==> config.mk <==
export PLATFORM = sky130hd
export DESIGN_NAME = alu_operand_loader
export DESIGN_NICKNAME = d
export VERILOG_FILES = /design/src/rtl/alu_operand_loader.sv
export SDC_FILE = /design/constraint.sdc
export NUM_CORES = 1
export LEC_CHECK = 0
export ABC_CLOCK_PERIOD_IN_PS = 3800
export CAP_MARGIN = 20
export CORE_ASPECT_RATIO = 1.75
export CORE_MARGIN = 2
export CORE_UTILIZATION = 34
export DETAILED_ROUTE_END_ITERATION = 10
export SYNTH_ARGS = -nofsm -noshare
export SYNTH_HDL_FRONTEND = slang
export SYNTH_SLANG_ARGS = --single-unit
==> constraint.sdc <==
create_clock -name i_clk -period 3.8 [get_ports i_clk]
set_input_delay 0.95 -clock i_clk [delete_from_list [all_inputs] [get_ports i_clk]]
set_output_delay 0.95 -clock i_clk [all_outputs]
set_load 0.005 [all_outputs]
==> src/rtl/alu_operand_loader.sv <==
// Operand loader for the combinational ALU: debounced buttons load A, B, then opcode (optional opcode legality check under ALU_LOADER_OPCHECK_EN).
// Latency: button to register = 2 sync + DEBOUNCE_CYCLES + 1 cycles; opcode load to o_valid 1 cycle; o_result updates the cycle after o_valid.
// Backpressure: none; button strobes for buttons the current state does not expect are dropped.
module alu_operand_loader #(
    parameter int N_BITS          = 8,
    parameter int N_OP            = 6,
    parameter int DEBOUNCE_CYCLES = 100000
) (
    input  logic              i_clk,
    input  logic              i_reset_n,
    input  logic [N_BITS-1:0] i_sw,
    input  logic [2:0]        i_btn,
    input  logic [N_BITS-1:0] i_res,
    output logic [N_BITS-1:0] o_A,
    output logic [N_BITS-1:0] o_B,
    output logic [N_OP-1:0]   o_Op,
    output logic              o_valid,
    output logic [N_BITS-1:0] o_result,
    output logic [1:0]        o_state,
    output logic              o_err
);

    localparam int CW = $clog2(DEBOUNCE_CYCLES + 1);
    localparam logic [CW-1:0] DB_MAX = CW'(DEBOUNCE_CYCLES);

    typedef enum logic [1:0] {
        WAIT_A  = 2'd0,
        WAIT_B  = 2'd1,
        WAIT_OP = 2'd2,
        ISSUE   = 2'd3
    } state_t;

    state_t          state_q;
    state_t          state_d;
    logic [2:0]      sync_a;
    logic [2:0]      sync_b;
    logic [2:0]      strobe;
    logic [CW-1:0]   cnt [3];
    logic            op_ok;
    logic [N_OP-1:0] op_sel;

    assign op_sel = i_sw[N_OP-1:0];

    // Strobe is registered so it is high exactly on the cycle the counter sits at DB_MAX.
    always_ff @(posedge i_clk) begin
        if (!i_reset_n) begin
            sync_a <= '0;
            sync_b <= '0;
            strobe <= '0;
            for (int i = 0; i < 3; i++) cnt[i] <= '0;
        end else begin
            sync_a <= i_btn;
            sync_b <= sync_a;
            for (int i = 0; i < 3; i++) begin
                if (!sync_b[i])
                    cnt[i] <= '0;
                else if (cnt[i] != DB_MAX)
                    cnt[i] <= cnt[i] + 1'b1;
                strobe[i] <= sync_b[i] && (cnt[i] == DB_MAX - 1'b1);
            end
        end
    end

`ifdef ALU_LOADER_OPCHECK_EN
    logic [5:0] op6;
    logic       err_q;

    assign op6 = 6'(op_sel);

    always_comb begin
        op_ok = 1'b0;
        case (op6)
            6'b100000, 6'b100010, 6'b100100, 6'b100101,
            6'b100110, 6'b100111, 6'b000011, 6'b000010: op_ok = 1'b1;
            default: op_ok = 1'b0;
        endcase
    end

    always_ff @(posedge i_clk) begin
        if (!i_reset_n)
            err_q <= 1'b0;
        else if (state_q == WAIT_OP && strobe[2])
            err_q <= !op_ok;
    end

    assign o_err = err_q;
`else
    assign op_ok = 1'b1;
    assign o_err = 1'b0;
`endif

    always_ff @(posedge i_clk) begin
        if (!i_reset_n)
            state_q <= WAIT_A;
        else
            state_q <= state_d;
    end

    always_comb begin
        state_d = state_q;
        case (state_q)
            WAIT_A:  if (strobe[0]) state_d = WAIT_B;
            WAIT_B:  if (strobe[1]) state_d = WAIT_OP;
            WAIT_OP: if (strobe[2] && op_ok) state_d = ISSUE;
            ISSUE:   state_d = WAIT_A;
            default: state_d = WAIT_A;
        endcase
    end

    always_comb begin
        o_valid = (state_q == ISSUE);
        o_state = state_q;
    end

    // i_sw is only sampled on the accepted strobe; the ALU is combinational so i_res is settled in ISSUE.
    always_ff @(posedge i_clk) begin
        if (!i_reset_n) begin
            o_A      <= '0;
            o_B      <= '0;
            o_Op     <= '0;
            o_result <= '0;
        end else begin
            case (state_q)
                WAIT_A:  if (strobe[0]) o_A <= i_sw;
                WAIT_B:  if (strobe[1]) o_B <= i_sw;
                WAIT_OP: if (strobe[2] && op_ok) o_Op <= op_sel;
                ISSUE:   o_result <= i_res;
                default: ;
            endcase
        end
    end

endmodule

# Yosys cells after proc, flatten, opt, wreduce, memory -nomap -nowiden
# Memories as Yosys holds them, arrays and structs flattened.
# Index checks and enable logic that the tools add are counted.
# op_classes
n_addsub	3
n_eq_ne	12
muxes	32
n_bitwise	6
reduce_logical	8
# op_table
op	count
17-bit 2-to-1 mux	6
17-bit by 1-bit adder with 17-bit output, second input constant	3
17-bit == test, second input constant	3
17-bit inequality test, second input constant	3
1-bit 2-to-1 mux	22
2-bit one-hot mux with 4 select lines	1
2-bit 2-to-1 mux	3
2-bit inequality test, second input constant	3
1-bit OR	6
2-bit AND reduction	3
2-bit == test, second input constant	2
1-bit logical AND	3
3-bit AND reduction	1
2-bit by 1-bit == test with 1-bit output, second input constant	1
2-bit logical NOT	1
# word_totals
ff_bits	41
ramBits	51
inputBits	21
output_inout_bits	34
word_cells	70
mem_count	1
# mem_list
memory	depth	word_bits	read_ports	rd_ports_with_merged_regs	write_ports	line	text
cnt	3	17	3	0	3	38	logic [CW-1:0] cnt [3];

# Depth between registers and ports, before layout
# Gate-level depths: netlist of run 1.
# An unclocked memory read counts as a cell.
# depth
depth_word	7
depth_mapped	8
ltp_nobuf	6

# Worst setup path before layout of run 1
# No wires, ideal clock.
# synth_timing
path_kind	input port to flip-flop
from	in i_reset_n
to	mem cnt[2][0] (netlist name) (enable)
setup_ns	0.463
arrival_time_ns	1.677
t_required_ns	3.337
path_slack_ns	1.660
stages	2
n_path_buf	1
path_cell_list	clkbuf_1 -> nand4_1
# synth_rtl
item	line	text
from (decl)	10	input logic i_reset_n,
to (decl)	38	

# Final worst setup path of run 1
# layout_timing
from	reg state_q[1], in the netlist o_state[1]
to	out o_valid
# layout_between
elab_chain_len	1
# layout_rtl
item	line	text
from (decl)	33	state_t state_q;
from (signal assigned)	96	state_q <= state_d;
2-bit == test	111	o_valid = (state_q == ISSUE);
to (decl)	17	output logic o_valid,
# Every way passes these cells.

==> results of run 1 <==
-- flip-flops by register name, indices dropped and copies added, names as in the netlist --
register / flops
o_result: 8
strobe: 3
sync_a: 3
o_Op: 6
sync_b: 3
cnt: 51
o_A: 8
o_B: 8
o_state: 2
-- worst reg2reg max path, delay by kind of cell (launching register included) --
kind | cells | cell delay, ns
simple gates | 3 | 0.69
buf+inv | 1 | 0.28
compound gates | 1 | 0.59
flops | 1 | 0.48
-- per-stage QoR --
stage                     total power (uW)  cells  setup slack, ns
after detailed placement              1200    658             1.08
after CTS                             2090    674            0.990
after global routing                  2140    674            0.876
after floorplan                       1150    450             1.66
after global placement                1200    657             1.11
final                                 2070    674             1.02
-- layer usage --
layer  global-route usage, %  up-vias  part of all wire (%)
li1                        -     1675                     -
met1                    14.7     1616                    39
met2                    25.7       51                    55
met3                    2.22       18                   2.5
met4                    7.86        0                   2.7
met5                       0        -                     0
-- cell families after synthesis --
group / count (synthesis) / share of synthesized area [%]
AND/OR/NAND/NOR: 222 / 25.1
flip-flops: 92 / 52.5
XOR/XNOR: 43 / 8.40
buffers and inverters: 41 / 3.77
AO/OA/AOI/OAI: 31 / 5.08
adder cells (fa/ha/maj): 11 / 3.07
multiplexers: 9 / 2.01
other: 1 / 0.0836
-- path summary, 6_finish.rpt --
kind,slack (ns),cells past startpoint,to,from
worst max register to register,1.51,5,cnt[0][10],cnt[0][12]
worst min register to register,0.44,1,sync_b[1],sync_a[1]
worst max-delay path,1.02,2,o_valid,o_state[1]
worst min-delay path,0.44,1,sync_b[1],sync_a[1]
-- synth_stat cells, drive strengths merged, types with 3 or more instances --
cell type,n
a21boi,22
and2,6
buf,4
clkbuf,16
dfxtp,41
edfxtp,51
ha,11
inv,21
mux2i,9
nand2,44
nand3,41
nand4,17
nor2,56
nor2b,11
nor3,11
nor4,19
nor4b,4
or3,3
or4,4
xnor2,35
xor2,8
-- final cells by class --
type                       instances  area, sq um  area share (%)
clock buffer                      13          272            4.97
clock inverter                     3         23.8           0.435
inverter                          21         78.8            1.44
multi-input combinational        317         1960            35.9
sequential                        92         2350            43.1
tap                              171          214            3.92
timing repair buffer              57          561            10.3
-- cell usage in the layout (no fill, tap or decap), drive strengths merged, types with 6 or more instances in the layout --
cell type / netlist / layout
edfxtp: 51 / 51
nand3: 41 / 41
inv: 21 / 24
dfxtp: 41 / 41
xor2: 8 / 8
nor2b: 11 / 11
nand2: 44 / 44
clkdlybuf4s50: 0 / 53
nor3: 11 / 11
nor4: 19 / 19
clkbuf: 16 / 13
nor2: 56 / 56
a21boi: 22 / 22
and2: 6 / 6
nand4: 17 / 17
ha: 11 / 11
mux2i: 9 / 9
xnor2: 35 / 35
-- power groups by stage --
stage	sequential [uW]	combinational (uW)	clock (uW)
5_1_grt	1060	138	944
6_report	1060	125	883
3_5_place_dp	1080	124	0
3_3_place_gp	1080	121	0
2_1_floorplan	1080	70.0	0
4_1_cts	1060	124	905
==> flow_summary.yaml, run 1 <==
outcome:
  status: "complete, no violations"
global_route:
  grt_pass1_wl_um: 16000
  grt_overflow: 0
  grt_pass1_vias: 3351
  grt_use_total_pct: 13.9
  grt_max_degree: 40
  antenna_found_initial: 0
detailed_routing:
  ant_nets: 0
  wire_per_inst_um: 14.2
  vias: 3360
  drt-initial-drc-count: 135
  dr.pass1.iters: 4
  via_per_inst: 4.99
  drc_errors: 0
  wirelength_um: 9590
worst_setup_path:
  slowest_stage: "clkdlybuf4s50_1"
  crit_arrival_ns: 1.83
  start_kind: "register"
  critical-path-max-stage-delay_ns: 0.60
  timing.critical_path.buf_inv: 1
  crit_path_max_fanout: 9
  cpLargestDelayFamily: "buffers and inverters"
  crit_type: "register to output port"
  worst_ep_required_time_ns: 2.85
  cp-end-kind: "output port"
  crit_chain: "ha_1, clkdlybuf4s50_1"
layout:
  antenna_cells: 0
  layout.nets: 530
  post-route-util_pct: 42.2
  post-route-cell-area_sq_um: 5460
  drive_gt1_share_pct: 4.17
  syn2layout_area_growth_pct: 21.8
  fillers: 1303
floorplan:
  die_w_um: 90.8
  io_pins: 55
  dieHeight_um: 156
  die-area_sq_um: 14200
  initial_core_util_pct: 34.7
  fp.coreArea_sq_um: 12900
  rows: 55
sta:
  tightest_slew_ns: 0.751
  slew_headroom_pct: 49.9
  fin_crit_ns: 2.78
  hold_viol: 0
  clock.fmax_mhz: 359
  fin_setup_tns_ns: 0
  maxSlewViolCount: 0
  skew_ns: 0.00622
  setup_viol: 0
  fin_hold_ws_ns: 0.437
  min_period_over_period_pct: 73.2
  grt_setup_unrepaired: "no"
synthesis:
  synth_cells: 450
  synth_top_area_share_pct: 34.2
  synthTopCellsByArea: "edfxtp_1 (34%), dfxtp_1 (18%), xnor2_1 (6.8%)"
  synth-edff-count: 51
  yosys.area.top_type: "edfxtp_1"
  synthArstFlopShare_pct: 0
  yosysSeqAreaShare_pct: 52.5
  yosysWarnings: 0
  ys.flop_type: "edfxtp_1"
  ys_ff_latch: 92
  avgSynthCellArea_sq_um: 9.97
  syn_area_sq_um: 4480
  yosysUniqueCellTypes: 39
  syn_nets: 482
job:
  maxCapViolCount: 0
place:
  io_buffer_count: 53
  dpl.hpwl_um: 6990
  globalplace.congestion: 0.835
  dpl-instance-area_sq_um: 5170
clock_network:
  clk_pin_slew_ns: 0.07
  cts_tree: "yes"
  cts_buffers: 9
  cts-resized-gates: 0
  post_cts_buffers: 0
  cts-hold-fix-buffers: 0
  cts_sinks: 92
  htreeDepth: 3
  cts-root-buf: "clkbuf_16"
  clock_latency_ns: 0.33
  max-clock-path-buffers: 2
power:
  seq_power_share_pct: 51.2
  power.density_nw_per_um2: 378
  vdd_drop_max_uv: 255
  p_int_uw: 1610
  combPwrFrac_pct: 6.0
  clkPwrFrac_pct: 42.8
  p_leak_uw: 0.00168
  power.switching_uw: 452
  p_sw_share_pct: 21.9
min_path:
  hp-class: "register to register"
No activity file was read; power rests on OpenSTA's default activity.
==> run 2, diff against run 1 <==
--- a/config.mk
+++ b/config.mk
@@ -5,7 +5,7 @@
 export SDC_FILE = /design/constraint.sdc
 export NUM_CORES = 1
 export LEC_CHECK = 0
-export ABC_CLOCK_PERIOD_IN_PS = 3800
+export ABC_CLOCK_PERIOD_IN_PS = 2900
 export CAP_MARGIN = 20
 export CORE_ASPECT_RATIO = 1.75
 export CORE_MARGIN = 2
==> constraint.sdc (replaced) <==
create_clock -name i_clk -period 2.9 [get_ports i_clk]
set_input_delay 0.725 -clock i_clk [delete_from_list [all_inputs] [get_ports i_clk]]
set_output_delay 0.725 -clock i_clk [all_outputs]
set_load 0.005 [all_outputs]
==> flow_summary.yaml, run 2 (synthesized netlist as in run 1, its figures left out) <==
worst_setup_path:
  crit_path_max_fanout: 9
  cp-end-kind: "output port"
  start_kind: "register"
  crit_type: "register to output port"
  crit_arrival_ns: 1.67
  worst_ep_required_time_ns: 2.17
  timing.critical_path.buf_inv: 2
  crit_chain: "ha_1, buf_4, clkdlybuf4s50_1"
  critical-path-max-stage-delay_ns: 0.53
  cpLargestDelayFamily: "buffers and inverters"
  slowest_stage: "clkdlybuf4s50_1"
global_route:
  grt_pass1_wl_um: 16600
  grt_util_met1_pct: 15.4
  antenna_found_initial: 0
  grt_max_degree: 41
  grt_pass1_vias: 3513
  met3_usage_pct: 2.95
  grt_use_total_pct: 14.4
  met2_usage_pct: 26.7
  grt_overflow: 0
  grt-busiest-layer: "met2"
power:
  vdd_drop_max_uv: 369
  power.switching_uw: 615
  p_sw_share_pct: 22.8
  p_leak_uw: 0.00168
  p_int_uw: 2090
  combPwrFrac_pct: 6.1
  power.density_nw_per_um2: 494
  clkPwrFrac_pct: 42.6
  seq_power_share_pct: 51.3
detailed_routing:
  ant_nets: 0
  vias: 3350
  wirelength_um: 9650
  via_per_inst: 4.96
  drc_errors: 0
  dr.pass1.iters: 5
  wire_per_inst_um: 14.3
  drt-initial-drc-count: 166
sta:
  fin_setup_tns_ns: 0
  skew_ns: 0.00608
  tightest_slew_ns: 0.744
  hold_viol: 0
  grt_setup_unrepaired: "no"
  maxSlewViolCount: 0
  setup_viol: 0
  min_period_over_period_pct: 82.4
  slew_headroom_pct: 50.4
  clock.fmax_mhz: 418
  fin_crit_ns: 2.39
floorplan:
  initial_core_util_pct: 34.7
  io_pins: 55
  dieHeight_um: 156
  rows: 55
  die_w_um: 90.8
  die-area_sq_um: 14200
  fp.coreArea_sq_um: 12900
layout:
  drive_gt1_share_pct: 4.56
  syn2layout_area_growth_pct: 22.1
  largest_reg_flops: 51
  layoutNonFillerInstCount: 675
  layout_commonest_cell: "nor2_1"
  final_cell_mix: "nor2_1 (56), clkdlybuf4s50_1 (53), edfxtp_1 (51)"
  regMostFlops: "cnt"
  layout.nets: 531
  antenna_cells: 0
min_path:
  hp-class: "register to register"
clock_network:
  clock_latency_ns: 0.34
  clk_pin_slew_ns: 0.07
  cts_sinks: 92
  cts-resized-gates: 0
  cts-hold-fix-buffers: 0
  post_cts_buffers: 0
  cts_tree: "yes"
  max-clock-path-buffers: 2
  cts_buffers: 9
  cts-root-buf: "clkbuf_16"
  htreeDepth: 3
place:
  io_buffer_count: 53
  dpl.hpwl_um: 7040
  dp_cells: 659
  globalplace.congestion: 0.841
job:
  maxCapViolCount: 0
outcome:
  status: "complete, no violations"
-- run 2: power groups by stage --
stage / logic (uW) / clock network (uW) / registers [uW]
floorplan: 91.7 / 0 / 1410
global placement: 160 / 0 / 1420
detailed placement: 165 / 0 / 1420
CTS: 165 / 1180 / 1390
global route: 179 / 1220 / 1390
finish: 164 / 1150 / 1390
-- run 2: layout make-up --
type / count / area, sq um
Clock buffer: 10 / 250
Clock inverter: 6 / 43.8
Fill cell: 1317 / 7460
Inverter: 21 / 78.8
Multi-Input combinational cell: 317 / 1960
Sequential cell: 92 / 2350
Tap cell: 171 / 214
Timing Repair Buffer: 58 / 572
-- run 2: metrics by stage --
| stage | utilization [%] | setup WS [ns] | cell area, sq um | hold slack [ns] | total power (uW) |
|---|---|---|---|---|---|
| floorplan | - | 0.936 | 4480 | 0.412 | 1500 |
| global placement | 40.0 | 0.477 | 5170 | 0.420 | 1580 |
| detailed placement | 40.0 | 0.443 | 5180 | 0.425 | 1580 |
| CTS | 42.3 | 0.493 | 5470 | 0.439 | 2730 |
| global route | 42.3 | 0.412 | 5470 | 0.464 | 2790 |
| finish | 42.3 | 0.509 | 5470 | 0.438 | 2700 |
-- run 2: layer usage --
layer | vias to the layer above | share of wire [%]
li1 | 1677 | -
met1 | 1608 | 39
met2 | 48 | 56
met3 | 17 | 2.7
met4 | 0 | 2.2
met5 | - | 0
-- run 2: final timing paths --
kind,startpoint,end,slack (ns),depth (start not counted)
min reg2reg,sync_a[2],sync_b[2],0.44,1
min,sync_a[2],sync_b[2],0.44,1
max reg2reg,cnt[1][0],cnt[1][2],0.64,5
max,o_state[0],o_valid,0.51,3
-- run 2: worst reg2reg max path: stages (launching register included) --
cell      delay [ns]
edfxtp_1        0.47
inv_1           0.10
ha_1            0.15
nor4b_1         0.34
nand2_1         0.12
or3_1           0.71
==> patch, RTL diff (flow settings as in run 2) <==
Register the inputs `i_sw`, `i_btn` and `i_res` before use, without a reset. The logic sees them one clock later. Comments in the files are not updated.
--- a/src/rtl/alu_operand_loader.sv
+++ b/src/rtl/alu_operand_loader.sv
@@ -31,4 +31,14 @@
     } state_t;
 
+    logic [N_BITS-1:0] i_sw_q;
+    logic [2:0] i_btn_q;
+    logic [N_BITS-1:0] i_res_q;
+
+    always_ff @(posedge i_clk) begin
+        i_sw_q  <= i_sw;
+        i_btn_q <= i_btn;
+        i_res_q <= i_res;
+    end
+
     state_t          state_q;
     state_t          state_d;
@@ -40,5 +50,5 @@
     logic [N_OP-1:0] op_sel;
 
-    assign op_sel = i_sw[N_OP-1:0];
+    assign op_sel = i_sw_q[N_OP-1:0];
 
     // Strobe is registered so it is high exactly on the cycle the counter sits at DB_MAX.
@@ -50,5 +60,5 @@
             for (int i = 0; i < 3; i++) cnt[i] <= '0;
         end else begin
-            sync_a <= i_btn;
+            sync_a <= i_btn_q;
             sync_b <= sync_a;
             for (int i = 0; i < 3; i++) begin
@@ -122,8 +132,8 @@
         end else begin
             case (state_q)
-                WAIT_A:  if (strobe[0]) o_A <= i_sw;
-                WAIT_B:  if (strobe[1]) o_B <= i_sw;
+                WAIT_A:  if (strobe[0]) o_A <= i_sw_q;
+                WAIT_B:  if (strobe[1]) o_B <= i_sw_q;
                 WAIT_OP: if (strobe[2] && op_ok) o_Op <= op_sel;
-                ISSUE:   o_result <= i_res;
+                ISSUE:   o_result <= i_res_q;
                 default: ;
             endcase
Function: same outputs for any inputs over 10 cycles, from zero or initial values and one cycle with i_reset_n low; that may be too few to reach the edited logic, so the function may still have changed.
==> patch against run 2 <==
- sequential cell count is 19 higher
- setup slack better by 0.0056 ns
- final area increased by 7.3%
- wire length increased by 3.1%
- total power is 13% higher
- worst hold slack got worse by 0.0032 ns
- sequential share of layout area grew 3.6 points
- clock power is 7% higher
- area after synthesis up 9.0%
- clock skew is 0.0014 ns higher
- critical endpoint unchanged
- largest cell class unchanged
==> patch: results <==
metrics = {
    "grt": {
        "grt_pass1_wl_um": 16270,
        "grt.total_usage": 0.1330,
        "grt_pass1_vias": 3456,
        "grt_start_max_net_pins": 37,
    },
    "synth": {
        "synthesis.nets": 500,
        "synth_edf_count": 51,
        "synthTopCellsByCount": "60 x dfxtp_1, 56 x nor2_1, 51 x edfxtp_1",
        "synth_ff_type": "dfxtp_1",
        "yosys_warnings": 0,
        "yosys-top-cells-area": "edfxtp_1 31%, dfxtp_1 25%, xnor2_1 5.9%",
        "ys_types": 44,
        "synthArstFlopShare": 0,
        "seq_area_frac_synth": 0.5590,
    },
    "critical_path": {
        "regToRegSetupSlack_ns": 0.55,
        "arrival_ns": 1.66,
        "cp_max_fo": 9,
    },
    "layout": {
        "nFillCells": 1382,
        "drive_gt1_frac": 0.05182,
        "fin_nets": 548,
        "regMostFlops": "cnt",
        "largest_reg_flops": 51,
    },
    "route": {
        "dr.pass1.iters": 4,
        "drt_iter0_markers": 143,
        "detail_route.vias_per_cell": 4.916,
        "post_drt_wl_per_cell_um": 14.20,
    },
    "cts": {
        "cts-root-buf": "clkbuf_16",
        "clkSlewWorstSetupHoldPaths_ns": 0.08,
        "insertion_delay_ns": 0.34,
        "clockBufferDepth": 2,
        "cts_resized": 0,
        "htree_num_levels": 3,
        "cts_setup_buffers": 0,
    },
    "outcome": {
        "status": "finished, final reports clean",
    },
    "placement": {
        "place_congestion": 0.8016,
        "dp_worst_setup_slack_ns": 0.5411,
        "dp_hpwl_um": 7268,
        "io_buffer_count": 53,
    },
    "min_path": {
        "hold_path.class": "flop to flop",
    },
    "timing": {
        "worstMarginPinSlew_ns": 0.5692,
        "fin_skew_ns": 0.007470,
        "setup_ws_ns": 0.5151,
        "drv_slew": 0,
    },
    "power": {
        "power.leakage_uw": 0.001865,
        "ir_worst_vdd_uv": 308.7,
    },
}
## patch: changes by cell type in the layout (fill, tap and decap cells not counted), moves of 2 or more
| cell | before | now |
|---|---|---|
| dfxtp_1 | 41 | 60 |
| nor2b_1 | 11 | 9 |
| nor4b_1 | 4 | 1 |
| a21o_1 | 1 | 3 |
| xnor2_1 | 35 | 33 |
| nand2_1 | 44 | 40 |
| o21bai_1 | 2 | 0 |
| xor2_1 | 8 | 10 |
| or4_1 | 3 | 0 |
| nor4_1 | 19 | 17 |
| or4b_1 | 0 | 2 |
## patch: through the flow
stage	hold slack (ns)	area (µm²)	utilization	cells	total power, µW
2_1_floorplan	0.4119	4888	-	468	1794
3_3_place_gp	0.4170	5574	0.3919	685	1857
3_5_place_dp	0.4169	5574	0.3919	685	1864
4_1_cts	0.4346	5872	0.4128	701	3091
5_1_grt	0.4522	5872	0.4128	701	3167
6_report	0.4343	5872	0.4128	701	3052
## patch: routing by layer
layer / wire length [µm] / GRT usage / up-vias
met1: 4003 / 0.1495 / 1649
met5: 0 / 0 / -
met4: 138 / 0.05270 / 0
met3: 252 / 0.01712 / 8
met2: 5560 / 0.2476 / 70
li1: - / - / 1719
## patch: cell families (layout without fill, tap and decap cells)
| logic type | after synthesis | count (layout) | share of synthesized area |
|---|---|---|---|
| AOI/OAI and AO/OA | 31 | 31 | 0.04735 |
| DFF | 111 | 111 | 0.5590 |
| buffers and inverters | 43 | 96 | 0.03890 |
| muxes | 9 | 9 | 0.01843 |
| other | 1 | 1 | 0.0007671 |
| and+or+nand+nor | 219 | 219 | 0.2304 |
| xor gates and xnor gates | 43 | 43 | 0.07704 |
| adders and majority gates | 11 | 11 | 0.02815 |
## patch: power by group
group,leakage [µW],switching [µW],internal (µW)
sequential,0.00112,22.2,1650
clock,0.000148,574,651
combinational,0.000596,82.0,75.5
## patch: cell type report
cell class / count / area (µm²) / area share
flip-flops and latches: 111 / 2733 / 0.4654
inverters: 22 / 82.58 / 0.01406
multi-input cells: 314 / 1966 / 0.3348
clock buffers: 11 / 254.0 / 0.04326
repair buffers: 58 / 568.0 / 0.09674
well taps: 180 / 225.2 / 0.03836
clock inverters: 5 / 43.79 / 0.007458
## patch: critical path, stage by stage (launching register included)
cell and delay, ns:
dfxtp_1 0.42, ha_1 0.17, buf_4 0.20, clkdlybuf4s50_1 0.53
## patch: final timing paths
path | start | endpoint | cells after the start
worst max-delay path | o_state[0] | o_valid | 3
worst min-delay path | i_btn_q[1] | sync_a[1] | 1
worst max register to register | cnt[0][11] | cnt[0][5] | 4
worst min register to register | i_btn_q[1] | sync_a[1] | 1
